<file path="src/rtl/aq_lsu_spsram_128x8_ctrl_if.sv">
// Request/response channel between the LSU and the 128x8 SRAM access
// controller.
//   req_*  : single-beat read/write request (valid/ready handshake)
//   rsp_*  : read data return (valid/ready handshake)
// master = requester (LSU side), slave = controller.
interface aq_lsu_spsram_128x8_ctrl_if #(
  parameter int unsigned ADDR_WIDTH = 7,
  parameter int unsigned DATA_WIDTH = 8
);
  logic                  req_vld;
  logic                  req_rdy;
  logic                  req_wr;
  logic [ADDR_WIDTH-1:0] req_addr;
  logic [DATA_WIDTH-1:0] req_wdata;
  logic [DATA_WIDTH-1:0] req_wmask;
  logic                  rsp_vld;
  logic                  rsp_rdy;
  logic [DATA_WIDTH-1:0] rsp_rdata;

  modport master (
    output req_vld, req_wr, req_addr, req_wdata, req_wmask, rsp_rdy,
    input  req_rdy, rsp_vld, rsp_rdata
  );

  modport slave (
    input  req_vld, req_wr, req_addr, req_wdata, req_wmask, rsp_rdy,
    output req_rdy, rsp_vld, rsp_rdata
  );
endinterface

</file>
<file path="src/rtl/aq_lsu_spsram_128x8_ctrl.sv">
// Access controller in front of the 128x8 single-port SRAM wrapper.
// After reset (or on ctrl_init_req) it writes INIT_VALUE to every entry,
// then serves single-beat reads/writes. Read data returns one cycle after
// acceptance; a one-entry buffer holds it while the consumer stalls.
// Ports:
//   forever_cpuclk, cpurst_b : clock, async active-low reset
//   ctrl_init_req            : pulse, re-clear the whole array
//   ctrl_init_busy           : high while clearing (RST/INIT)
//   acc                      : request/response channel (slave side)
//   sram_cen/gwen/wen/a/d    : SRAM pins (all active-low controls)
//   sram_q                   : SRAM read data, valid cycle after a read
module aq_lsu_spsram_128x8_ctrl #(
  parameter int unsigned          ADDR_WIDTH = 7,
  parameter int unsigned          DATA_WIDTH = 8,
  parameter logic [DATA_WIDTH-1:0] INIT_VALUE = '0
) (
  input  logic                  forever_cpuclk,
  input  logic                  cpurst_b,
  input  logic                  ctrl_init_req,
  output logic                  ctrl_init_busy,
  aq_lsu_spsram_128x8_ctrl_if.slave acc,
  output logic                  sram_cen,
  output logic                  sram_gwen,
  output logic [DATA_WIDTH-1:0] sram_wen,
  output logic [ADDR_WIDTH-1:0] sram_a,
  output logic [DATA_WIDTH-1:0] sram_d,
  input  logic [DATA_WIDTH-1:0] sram_q
);

  typedef enum logic [1:0] {
    ST_RST  = 2'd0,
    ST_INIT = 2'd1,
    ST_IDLE = 2'd2
  } state_t;

  state_t                state, state_nxt;
  logic [ADDR_WIDTH-1:0] cnt, cnt_nxt;
  logic                  rd_pend;
  logic                  buf_vld;
  logic [DATA_WIDTH-1:0] rsp_buf;
  logic                  rsp_vld;
  logic                  req_rdy;
  logic                  accept;

  assign rsp_vld     = rd_pend | buf_vld;
  // A stalled response blocks all new requests, so rd_pend and buf_vld
  // can never be set together.
  assign req_rdy     = (state == ST_IDLE) & ~ctrl_init_req & ~(rsp_vld & ~acc.rsp_rdy);
  assign accept      = acc.req_vld & req_rdy;
  assign acc.req_rdy = req_rdy;
  assign acc.rsp_vld = rsp_vld;
  assign ctrl_init_busy = (state != ST_IDLE);

  always_comb begin
    acc.rsp_rdata = '0;
    if (buf_vld)      acc.rsp_rdata = rsp_buf;
    else if (rd_pend) acc.rsp_rdata = sram_q;
  end

  always_ff @(posedge forever_cpuclk or negedge cpurst_b) begin
    if (!cpurst_b) begin
      state <= ST_RST;
      cnt   <= '0;
    end else begin
      state <= state_nxt;
      cnt   <= cnt_nxt;
    end
  end

  always_comb begin
    state_nxt = state;
    cnt_nxt   = cnt;
    case (state)
      ST_RST: begin
        state_nxt = ST_INIT;
        cnt_nxt   = '0;
      end
      ST_INIT: begin
        // Counter wraps to 0 on the last entry, ready for the next clear.
        cnt_nxt = cnt + 1'b1;
        if (cnt == '1) state_nxt = ST_IDLE;
      end
      ST_IDLE: begin
        if (ctrl_init_req && !rsp_vld) begin
          state_nxt = ST_INIT;
          cnt_nxt   = '0;
        end
      end
      default: begin
        state_nxt = ST_RST;
        cnt_nxt   = '0;
      end
    endcase
  end

  always_comb begin
    sram_cen  = 1'b1;
    sram_gwen = 1'b1;
    sram_wen  = '1;
    sram_a    = '0;
    sram_d    = '0;
    if (state == ST_INIT) begin
      sram_cen  = 1'b0;
      sram_gwen = 1'b0;
      sram_wen  = '0;
      sram_a    = cnt;
      sram_d    = INIT_VALUE;
    end else if (accept) begin
      sram_cen = 1'b0;
      sram_a   = acc.req_addr;
      if (acc.req_wr) begin
        sram_gwen = 1'b0;
        sram_wen  = ~acc.req_wmask;
        sram_d    = acc.req_wdata;
      end
    end
  end

  // SRAM Q is only valid for one cycle; capture it if the consumer
  // is not ready in that cycle.
  always_ff @(posedge forever_cpuclk or negedge cpurst_b) begin
    if (!cpurst_b) begin
      rd_pend <= 1'b0;
      buf_vld <= 1'b0;
      rsp_buf <= '0;
    end else begin
      rd_pend <= accept & ~acc.req_wr;
      if (rd_pend && !acc.rsp_rdy) begin
        buf_vld <= 1'b1;
        rsp_buf <= sram_q;
      end else if (buf_vld && acc.rsp_rdy) begin
        buf_vld <= 1'b0;
      end
    end
  end

endmodule

</file>
<file path="src/flat_wrapper.sv">
// flat-port wrapper written by rule: the top's interface ports become plain ports
module aq_lsu_spsram_128x8_ctrl_flat 
#(
  parameter int unsigned          ADDR_WIDTH = 7,
  parameter int unsigned          DATA_WIDTH = 8,
  parameter logic [DATA_WIDTH-1:0] INIT_VALUE = '0
)
  (forever_cpuclk, cpurst_b, ctrl_init_req, ctrl_init_busy, sram_cen, sram_gwen, sram_wen, sram_a, sram_d, sram_q, acc_req_vld, acc_req_wr, acc_req_addr, acc_req_wdata, acc_req_wmask, acc_rsp_rdy, acc_req_rdy, acc_rsp_vld, acc_rsp_rdata);
  aq_lsu_spsram_128x8_ctrl_if #(.ADDR_WIDTH(ADDR_WIDTH), .DATA_WIDTH(DATA_WIDTH)) acc_i ();
  input  logic forever_cpuclk;
  input  logic cpurst_b;
  input  logic ctrl_init_req;
  output logic ctrl_init_busy;
  output logic sram_cen;
  output logic sram_gwen;
  output logic [DATA_WIDTH-1:0] sram_wen;
  output logic [ADDR_WIDTH-1:0] sram_a;
  output logic [DATA_WIDTH-1:0] sram_d;
  input  logic [DATA_WIDTH-1:0] sram_q;
  input wire logic [$bits(acc_i.req_vld)-1:0] acc_req_vld;
  input wire logic [$bits(acc_i.req_wr)-1:0] acc_req_wr;
  input wire logic [$bits(acc_i.req_addr)-1:0] acc_req_addr;
  input wire logic [$bits(acc_i.req_wdata)-1:0] acc_req_wdata;
  input wire logic [$bits(acc_i.req_wmask)-1:0] acc_req_wmask;
  input wire logic [$bits(acc_i.rsp_rdy)-1:0] acc_rsp_rdy;
  output wire logic [$bits(acc_i.req_rdy)-1:0] acc_req_rdy;
  output wire logic [$bits(acc_i.rsp_vld)-1:0] acc_rsp_vld;
  output wire logic [$bits(acc_i.rsp_rdata)-1:0] acc_rsp_rdata;
  assign acc_i.req_vld = acc_req_vld;
  assign acc_i.req_wr = acc_req_wr;
  assign acc_i.req_addr = acc_req_addr;
  assign acc_i.req_wdata = acc_req_wdata;
  assign acc_i.req_wmask = acc_req_wmask;
  assign acc_i.rsp_rdy = acc_rsp_rdy;
  assign acc_req_rdy = acc_i.req_rdy;
  assign acc_rsp_vld = acc_i.rsp_vld;
  assign acc_rsp_rdata = acc_i.rsp_rdata;
  aq_lsu_spsram_128x8_ctrl #(.ADDR_WIDTH(ADDR_WIDTH), .DATA_WIDTH(DATA_WIDTH), .INIT_VALUE(INIT_VALUE)) u_core (.forever_cpuclk(forever_cpuclk), .cpurst_b(cpurst_b), .ctrl_init_req(ctrl_init_req), .ctrl_init_busy(ctrl_init_busy), .acc(acc_i), .sram_cen(sram_cen), .sram_gwen(sram_gwen), .sram_wen(sram_wen), .sram_a(sram_a), .sram_d(sram_d), .sram_q(sram_q));
endmodule
</file>
<file path="config.mk">
export PLATFORM = sky130hd
export DESIGN_NAME = aq_lsu_spsram_128x8_ctrl_flat
export DESIGN_NICKNAME = d
export VERILOG_FILES = /design/src/rtl/aq_lsu_spsram_128x8_ctrl_if.sv /design/src/rtl/aq_lsu_spsram_128x8_ctrl.sv /design/src/flat_wrapper.sv
export SDC_FILE = /design/constraint.sdc
export NUM_CORES = 1
export LEC_CHECK = 0
export ABC_CLOCK_PERIOD_IN_PS = 1500
export CAP_MARGIN = 20
export CORE_ASPECT_RATIO = 2
export CORE_MARGIN = 2
export CORE_UTILIZATION = 33
export DETAILED_ROUTE_END_ITERATION = 6
export HOLD_SLACK_MARGIN = 0.15
export PLACE_DENSITY = 0.79
export SKIP_CTS_REPAIR_TIMING = 1
export SYNTH_ARGS = -nofsm -noshare
export SYNTH_HDL_FRONTEND = slang
export SYNTH_SLANG_ARGS = --single-unit
</file>
<file path="constraint.sdc">
create_clock -name forever_cpuclk -period 1.5 [get_ports forever_cpuclk]
set_clock_uncertainty 0.15 [all_clocks]
set_input_delay 0.225 -clock forever_cpuclk [delete_from_list [all_inputs] [get_ports forever_cpuclk]]
set_output_delay 0.225 -clock forever_cpuclk [all_outputs]
set_load 0.02 [all_outputs]
</file>
Word level (Yosys, flattened, before mapping). Index checks and enable logic that the tools add are counted. Widths: inputs -> output; s select.

Output and inout port bits: 36. Register bits after elaboration: 19. Logic and storage cells: 53. Bits of input ports: 37.

Reduce and logical (&&, ||, !) cells: 8. Add/sub/neg operators: 1. Bitwise gates (word level): 11. Eq/ne operators: 6. Mux-type cells: 22.

Operators with widths (count): $mux 8 (8); $mux 7 (3); $pmux 7 s2 (1); $not 8->8 (1); $add 7x1->7 const B (1); $eq 7x7->1 const B (1); $mux 1 (7); $pmux 2 s3 (1); $and 1x1->1 (5); $mux 2 (2); $ne 2x2->1 const B (2); $not 1->1 (4); $logic_and 1x1->1 (3); $eq 2x1->1 const B (1); $eq 2x2->1 const B (1); $logic_not 1->1 (2); $logic_not 2->1 (1); $ne 2x1->1 const B (1); $reduce_and 2->1 (1); $reduce_bool 2->1 (1); $or 1x1->1 (1).

Logic depth before layout (Yosys ltp). Gate-level depths: netlist (run 1).

Depth in word-level cells: 7. Mapped depth: 6.

Worst setup path before layout (run 1). No wires, ideal clock.

Kind: register to output. Start point: register u_core.state[0]. End point: output sram_d[5]. Path buffers: 2. Arrival: 1434 ps. Setup slack: -309 ps. Stages on the path, launching flop included: 7. Cell sequence: dfrtp_1 nor2b_4 buf_6 inv_6 nor4_4 buf_6 and2_1.

Word-level cells in the longest chain between the ends: 6. Elaborated cells between the ends (all ways): 7. Classes of those cells: eq/ne (2); mux (2); bitwise (3).

Ends and longest elaborated chain: start, declared (RTL line aq_lsu_spsram_128x8_ctrl.sv:36) `state_t state, state_nxt;`; start signal, assigned (RTL line aq_lsu_spsram_128x8_ctrl.sv:65) `state <= state_nxt;`; $eq 2x2->1 (RTL line aq_lsu_spsram_128x8_ctrl.sv:48) `assign req_rdy = (state == ST_IDLE) & ~ctrl_init_req & ~(rsp_vld & ~acc.rsp_rdy);`; $and 1x1->1 (2 in series) (RTL line aq_lsu_spsram_128x8_ctrl.sv:48); $and 1x1->1 (RTL line aq_lsu_spsram_128x8_ctrl.sv:49) `assign accept = acc.req_vld & req_rdy;`; $mux 8 (RTL line aq_lsu_spsram_128x8_ctrl.sv:108) `end else if (accept) begin`; $mux 8 (*) (RTL line aq_lsu_spsram_128x8_ctrl.sv:102) `if (state == ST_INIT) begin`; end, declared (RTL line flat_wrapper.sv:18) `output logic [DATA_WIDTH-1:0] sram_d;`.

Mark *: on every way between the ends. The rest lies on a longest branch, timed or not.

Worst setup path after layout (run 1).
Start point: register u_core.rd_pend. End point: output sram_wen[0].

Word-level cells in the longest chain between the ends: 7.

Ends and longest elaborated chain: start, declared (RTL line aq_lsu_spsram_128x8_ctrl.sv:38) `logic rd_pend;`; start signal, assigned (RTL line aq_lsu_spsram_128x8_ctrl.sv:127) `rd_pend <= accept & ~acc.req_wr;`; $or 1x1->1 (RTL line aq_lsu_spsram_128x8_ctrl.sv:45) `assign rsp_vld = rd_pend | buf_vld;`; $and 1x1->1 (RTL line aq_lsu_spsram_128x8_ctrl.sv:48); $not 1->1 (RTL line aq_lsu_spsram_128x8_ctrl.sv:48); $and 1x1->1 (RTL line aq_lsu_spsram_128x8_ctrl.sv:48); $and 1x1->1 (RTL line aq_lsu_spsram_128x8_ctrl.sv:49); $mux 8 (RTL line aq_lsu_spsram_128x8_ctrl.sv:108); $mux 8 (RTL line aq_lsu_spsram_128x8_ctrl.sv:102); end, declared (RTL line flat_wrapper.sv:16) `output logic [DATA_WIDTH-1:0] sram_wen;`.

No other way between the ends.

==> impl_metrics.ini, run 1 <==
[outcome]
status = finished, violations left
violations = setup timing

[yosys]
synth_nets = 155
synth_ff_type = dfrtp_1
synthArstFlopShare = 1.00
synthCells = 117
syn-cell-area_mm2 = 0.00119
syn_avg_cell_area_um2 = 10.2
synth-edff-count = 0
ys_ff_latch = 19
ys_types = 36
yosysSeqAreaShare = 0.400
ys_warn_count = 0

[floorplan]
rows = 30
start_util = 0.348
fp.dieW_um = 46.5
fp.dieH_um = 88.9
dieArea_mm2 = 0.00413
coreArea_mm2 = 0.00342
pin_count = 73

[clock_network]
root_buffer = clkbuf_8
cts_tree = built
htreeDepth = 1
worstSkewPairLatency_ps = 260
cts_sinks = 19
clk_pin_slew_worst_paths_ps = 70
clockBufferDepth = 2
cts_buffers = 3

[pwr]
p_sw_mw = 0.210
ir_drop_v = 0.000560
p_comb_frac = 0.133
power_mw = 1.01
power_density_mw_per_mm2 = 447
p_clk_frac = 0.355
seqPwrFrac = 0.512
leakage_nw = 1.14
swShare = 0.208
p_int_mw = 0.800

[placement]
placedInstanceArea_mm2 = 0.00215
place.gp.congestion = 0.828
dp.cells = 254
portBuffers = 72
dpl.hpwl_um = 3210

[global_route]
grt_max_degree = 20
grt_overflow = 0
track_usage = 0.201
grt_pass1_wl_um = 6080
antenna_found_initial = 0
grt_pass1_vias = 1340

[finish]
nets = 255
design_area_mm2 = 0.00226
area_growth_pct = 90.0
n_antenna_cell = 0
drive_above_1_share = 0.486
layout.cells.non_filler = 264
fin_util = 0.662

[detailed_routing]
drtIter0Drc = 29
routed_via_density = 5.14
wl_um = 4200
ant_nets = 0
firstDrtPassIters = 4
drc_errors = 0
wl_per_cell_um = 15.9
vias = 1357

[critical_path]
worstSetupStartpointType = register
path_max_fanout = 5
cpMaxStageDelayCell = dfrtp_1
cp_cell_sequence = o21ba_4 > nor4_4 > buf_6 > buf_4 > a21oi_1 > buf_2
critPathKind = register to output pin
worstSetupEndpointType = output pin
cpPeakStageDelay_ps = 390
crit_arrival_ps = 1660
critPathRequiredTime_ps = 1120

[flow_run]
max-cap-violations = 0

[sta]
timing.fmax_ghz = 0.491
slew_viol_final = 0
worst_slew_pin_slew_ps = 256
setup_slack_ps = -538
finalHoldViolCount = 0
rsz0062_at_grt = true
finalCriticalPeriod_ps = 2040
finalCritPeriodShare = 1.36
finalSetupViolations = 44
relSlewSlack = 0.828
tns_ps = -15490

[min_path]
hold_path_class = primary input to asynchronous set/reset pin
==> flip-flops by register name, indices dropped and copies added, names as in the netlist <==
register,count
u_core.state,2
u_core.rd_pend,1
u_core.cnt,7
u_core.buf_vld,1
u_core.rsp_buf,8
==> routing by layer <==
| layer | part of all wire | wire [um] | track usage | vias up |
|---|---|---|---|---|
| li1 | - | - | - | 634 |
| met1 | 0.34 | 1430 | 0.232 | 648 |
| met4 | 0.025 | 105 | 0.0961 | 0 |
| met2 | 0.58 | 2440 | 0.351 | 63 |
| met5 | 0 | 0 | 0 | - |
| met3 | 0.051 | 215 | 0.0202 | 12 |
==> cells in the mapped netlist, drive strengths merged (2+ instances only) <==
| library cell | count | share of area |
|---|---|---|
| buf | 5 | 0.032 |
| nor2 | 3 | 0.0095 |
| dfrtp | 19 | 0.40 |
| a22o | 14 | 0.10 |
| o21ai | 3 | 0.013 |
| and3 | 3 | 0.016 |
| mux2 | 8 | 0.076 |
| a22oi | 2 | 0.013 |
| nand3 | 4 | 0.017 |
| a21oi | 9 | 0.038 |
| and2 | 7 | 0.037 |
| nor2b | 3 | 0.022 |
| mux2i | 3 | 0.025 |
| clkbuf | 4 | 0.013 |
| nand2 | 10 | 0.032 |
| nand2b | 2 | 0.011 |
==> power groups by stage <==
stage | clock network, mW | logic (mW) | registers, mW
after floorplan | 0 | 0.0114 | 0.527
after global placement | 0 | 0.126 | 0.527
after detailed placement | 0 | 0.129 | 0.527
after CTS | 0.362 | 0.130 | 0.517
after global routing | 0.394 | 0.143 | 0.517
final | 0.359 | 0.135 | 0.517
==> cells in the final DEF, fill, tap and decap left out, types with 4 or more instances in the layout <==
| cell type | n |
|---|---|
| dfrtp_1 | 19 |
| a22o_1 | 14 |
| a21oi_1 | 8 |
| buf_6 | 20 |
| nand2_1 | 9 |
| clkdlybuf4s50_1 | 35 |
| buf_2 | 18 |
| buf_4 | 26 |
| and2_2 | 4 |
| mux2_2 | 8 |
==> layout make-up <==
cell class / instances / area, um^2
multi-input cells: 88 / 733
repair buffers: 104 / 938
fillers: 265 / 1150
inverters: 1 / 8.76
flip-flops and latches: 19 / 475
clock buffers: 4 / 45.0
well taps: 48 / 60.1
==> critical path, delay by kind of cell, from the launching register on <==
family                 cells  cell delay, ps
buffers and inverters      3             440
flip-flops                 1             390
AO/OA/AOI/OAI              2             310
AND/OR/NAND/NOR            1             260
==> worst paths after layout <==
| path | slack (ps) | to | startpoint | depth (start not counted) |
|---|---|---|---|---|
| worst min register to register | 360 | u_core.rsp_buf[0] | u_core.rsp_buf[0] | 1 |
| worst max-delay path | -540 | sram_wen[0] | u_core.rd_pend | 6 |
| worst max register to register | -120 | u_core.cnt[4] | u_core.buf_vld | 4 |
| max in group asynchronous | 840 | u_core.rsp_buf[6] | cpurst_b | 2 |
| min in group forever_cpuclk | 360 | u_core.rsp_buf[0] | u_core.rsp_buf[0] | 1 |
| worst min-delay path | 150 | u_core.cnt[1] | cpurst_b | 2 |
==> stage by stage <==
stage                     hold WS (ps)  setup slack, ps
after floorplan                   -221             -268
after global placement             338             -972
after detailed placement           349            -1040
after CTS                          148            -1090
after global routing               154             -624
final                              145             -538
==> kinds of logic after synthesis <==
kind of cell,count (synthesis),share of synthesized area
compound gates,36,0.222
fa+ha+maj,1,0.0105
buf+inv,10,0.0515
flops,19,0.400
mux,11,0.101
simple gates,40,0.216
(Power assumes the default switching activity.)
==> run 2: changes to the inputs <==
- CAP_MARGIN: 20 -> not set
- CTS_CLUSTER_SIZE: not set -> 40
==> results of run 2 <==
The final DEF is identical to that of run 1; final timing and power are the same.
==> RTL change, RTL diff (settings of run 2) <==
Reset style: synchronous (`cpurst_b`), changed in 2 clocked blocks. Comments in the files are not updated.
--- a/src/rtl/aq_lsu_spsram_128x8_ctrl.sv
+++ b/src/rtl/aq_lsu_spsram_128x8_ctrl.sv
@@ -57,7 +57,7 @@
     else if (rd_pend) acc.rsp_rdata = sram_q;
   end
 
-  always_ff @(posedge forever_cpuclk or negedge cpurst_b) begin
+  always_ff @(posedge forever_cpuclk) begin
     if (!cpurst_b) begin
       state <= ST_RST;
       cnt   <= '0;
@@ -118,7 +118,7 @@
 
   // SRAM Q is only valid for one cycle; capture it if the consumer
   // is not ready in that cycle.
-  always_ff @(posedge forever_cpuclk or negedge cpurst_b) begin
+  always_ff @(posedge forever_cpuclk) begin
     if (!cpurst_b) begin
       rd_pend <= 1'b0;
       buf_vld <= 1'b0;
Function: differs if cpurst_b is asserted again (counterexample within 4 cycles, from zero or initial values and one cycle with cpurst_b low); with cpurst_b held inactive, the same outputs for 10 cycles.
==> RTL change against run 2 <==
The flow still finishes with violations (negative setup slack); critical path type unchanged; synthesized cell count up 20%; via count up 7.1%; combinational power up 62%; fmax down 2.4%; power up 6.7%; register-to-register slack worse by 0.03 ns; wire length up 1.1%; core utilization up 1.1 points; largest cell class unchanged; synthesized area down 4.3%; worst setup slack worse by 0.051 ns; cell area down 0.55%; sequential cell count unchanged.
==> RTL change: results (changes against run 2) <==
* Final Non-Filler Cells at 272 (+3.0%)
* CP peak stage delay at 0.35 ns (-0.04 ns)
* Non-clk buf share at 43.7% (+2.2 points)
* Cell family with most CP delay: simple AND/OR/NAND/NOR gates
* Final setup fails at 43 (-2.3%)
* Distinct cells, synth at 34 (-5.6%)
* Share of cells above drive strength 1 at 44.2% (-4.4 points)
* Initial DRC Count at 47 (+62%)
* Setup_tns at -14.27 ns (+1.22 ns)
* Met2 Track Usage GR at 31.8% (-3.3 points)
* Placed Instances at 256 (+0.79%)
* Comb power at 0.000219 W (+62%)
* Worst Hold Class: register to register
* Worst r2r dst: u_core.cnt[1]$_SDFFE_PN0P_
* Met1 Usage GRT at 19.6% (-3.6 points)
* Clk. pwr at 0.000350 W (-3%)
* Failing checks: negative setup slack
* Flop-to-flop setup slack at -0.15 ns (-0.03 ns)
* FF+latch count at 19 (unchanged)
* Area occupied by multi-input gates at 781 sq um (+6.5%)
* Met3 WL at 191 um (-11%)
* Dpl hpwl at 2780 um (-13%)
* DP Area at 2020 sq um (-6.1%)
* Sequential share of cell area at 17.3% (-3.7 points)
* Post-Syn Nets at 178 (+15%)
* Number of global-route vias before repair at 1207 (-9.9%)
* Non-clk bufs at 105 (+0.96%)
* GRT met3 Usage at 2.49% (+0.47 points)
* Final nets at 279 (+9.4%)
* Routed wire per std cell at 15.6 um (-1.8%)
* Comb_multi_in at 110 (+25%)
* Slew HR at 79.9% (-2.9 points)
* TAP cells at 32 (-33%)
* Max stage delay cell, worst path: nor4b_4
* Fraction of area in multi-input gates at 34.7% (+2.3 points)
* R2r startpoint: u_core.rd_pend$_SDFF_PN0_
* Crit path max fanout at 4 (-1)
* First-pass GRT wire length at 5380 um (-11%)
* Outcome: finished with violations
* Worst R2R Path Depth at 6 (+2)
* Non-clk invs at 2 (+1)
* Synth top area cells: dfxtp_1 (33%), nand2_1 (7.3%), mux2i_1 (7.0%)
* Final WS setup at -0.589 ns (-0.0506 ns)
* Post-synth top cells: nand2_1 (22), dfxtp_1 (19), a21oi_1 (13)
* Ys async rst share at 0% (-100 points)
* Syn Area/Cell at 8.13 sq um (-20%)
* DR WL met2 at 2480 um (+1.4%)
* Primary FF master, synth: dfxtp_1
* Worst IR Drop VDD at 0.529 mV (-5.6%)
* Total leakage power at 0.963 nW (-15%)
## RTL change: cell types whose count changed after synthesis, sizes merged, moves of 2 or more
| cell | change |
|---|---|
| dfrtp | -19 |
| dfxtp | +19 |
| nand2 | +12 |
| mux2 | -8 |
| nor2 | +8 |
| a22o | -7 |
| o21ai | +7 |
| a311oi | +5 |
| mux2i | +5 |
| a21oi | +4 |
| a22oi | -2 |
| and2 | +2 |
## RTL change: how the worst max path moves through the flow
stage	start	end	depth (start not counted)
after floorplan	u_core.buf_vld$_SDFFE_PN0P_	sram_a[0]	4
after global placement	acc_rsp_rdy	sram_a[5]	6
after detailed placement	acc_rsp_rdy	sram_a[3]	6
after CTS	acc_rsp_rdy	sram_a[3]	6
after global routing	u_core.state[0]$_SDFFE_PN0P_	sram_a[1]	6
final	u_core.state[0]$_SDFFE_PN0P_	sram_a[1]	6
## RTL change: cells by family after synthesis
family | synth area share, %
mux | 7.03
compound gates | 24.4
flops | 33.4
fa+ha+maj | 1.10
buf+inv | 4.94
simple gates | 29.1
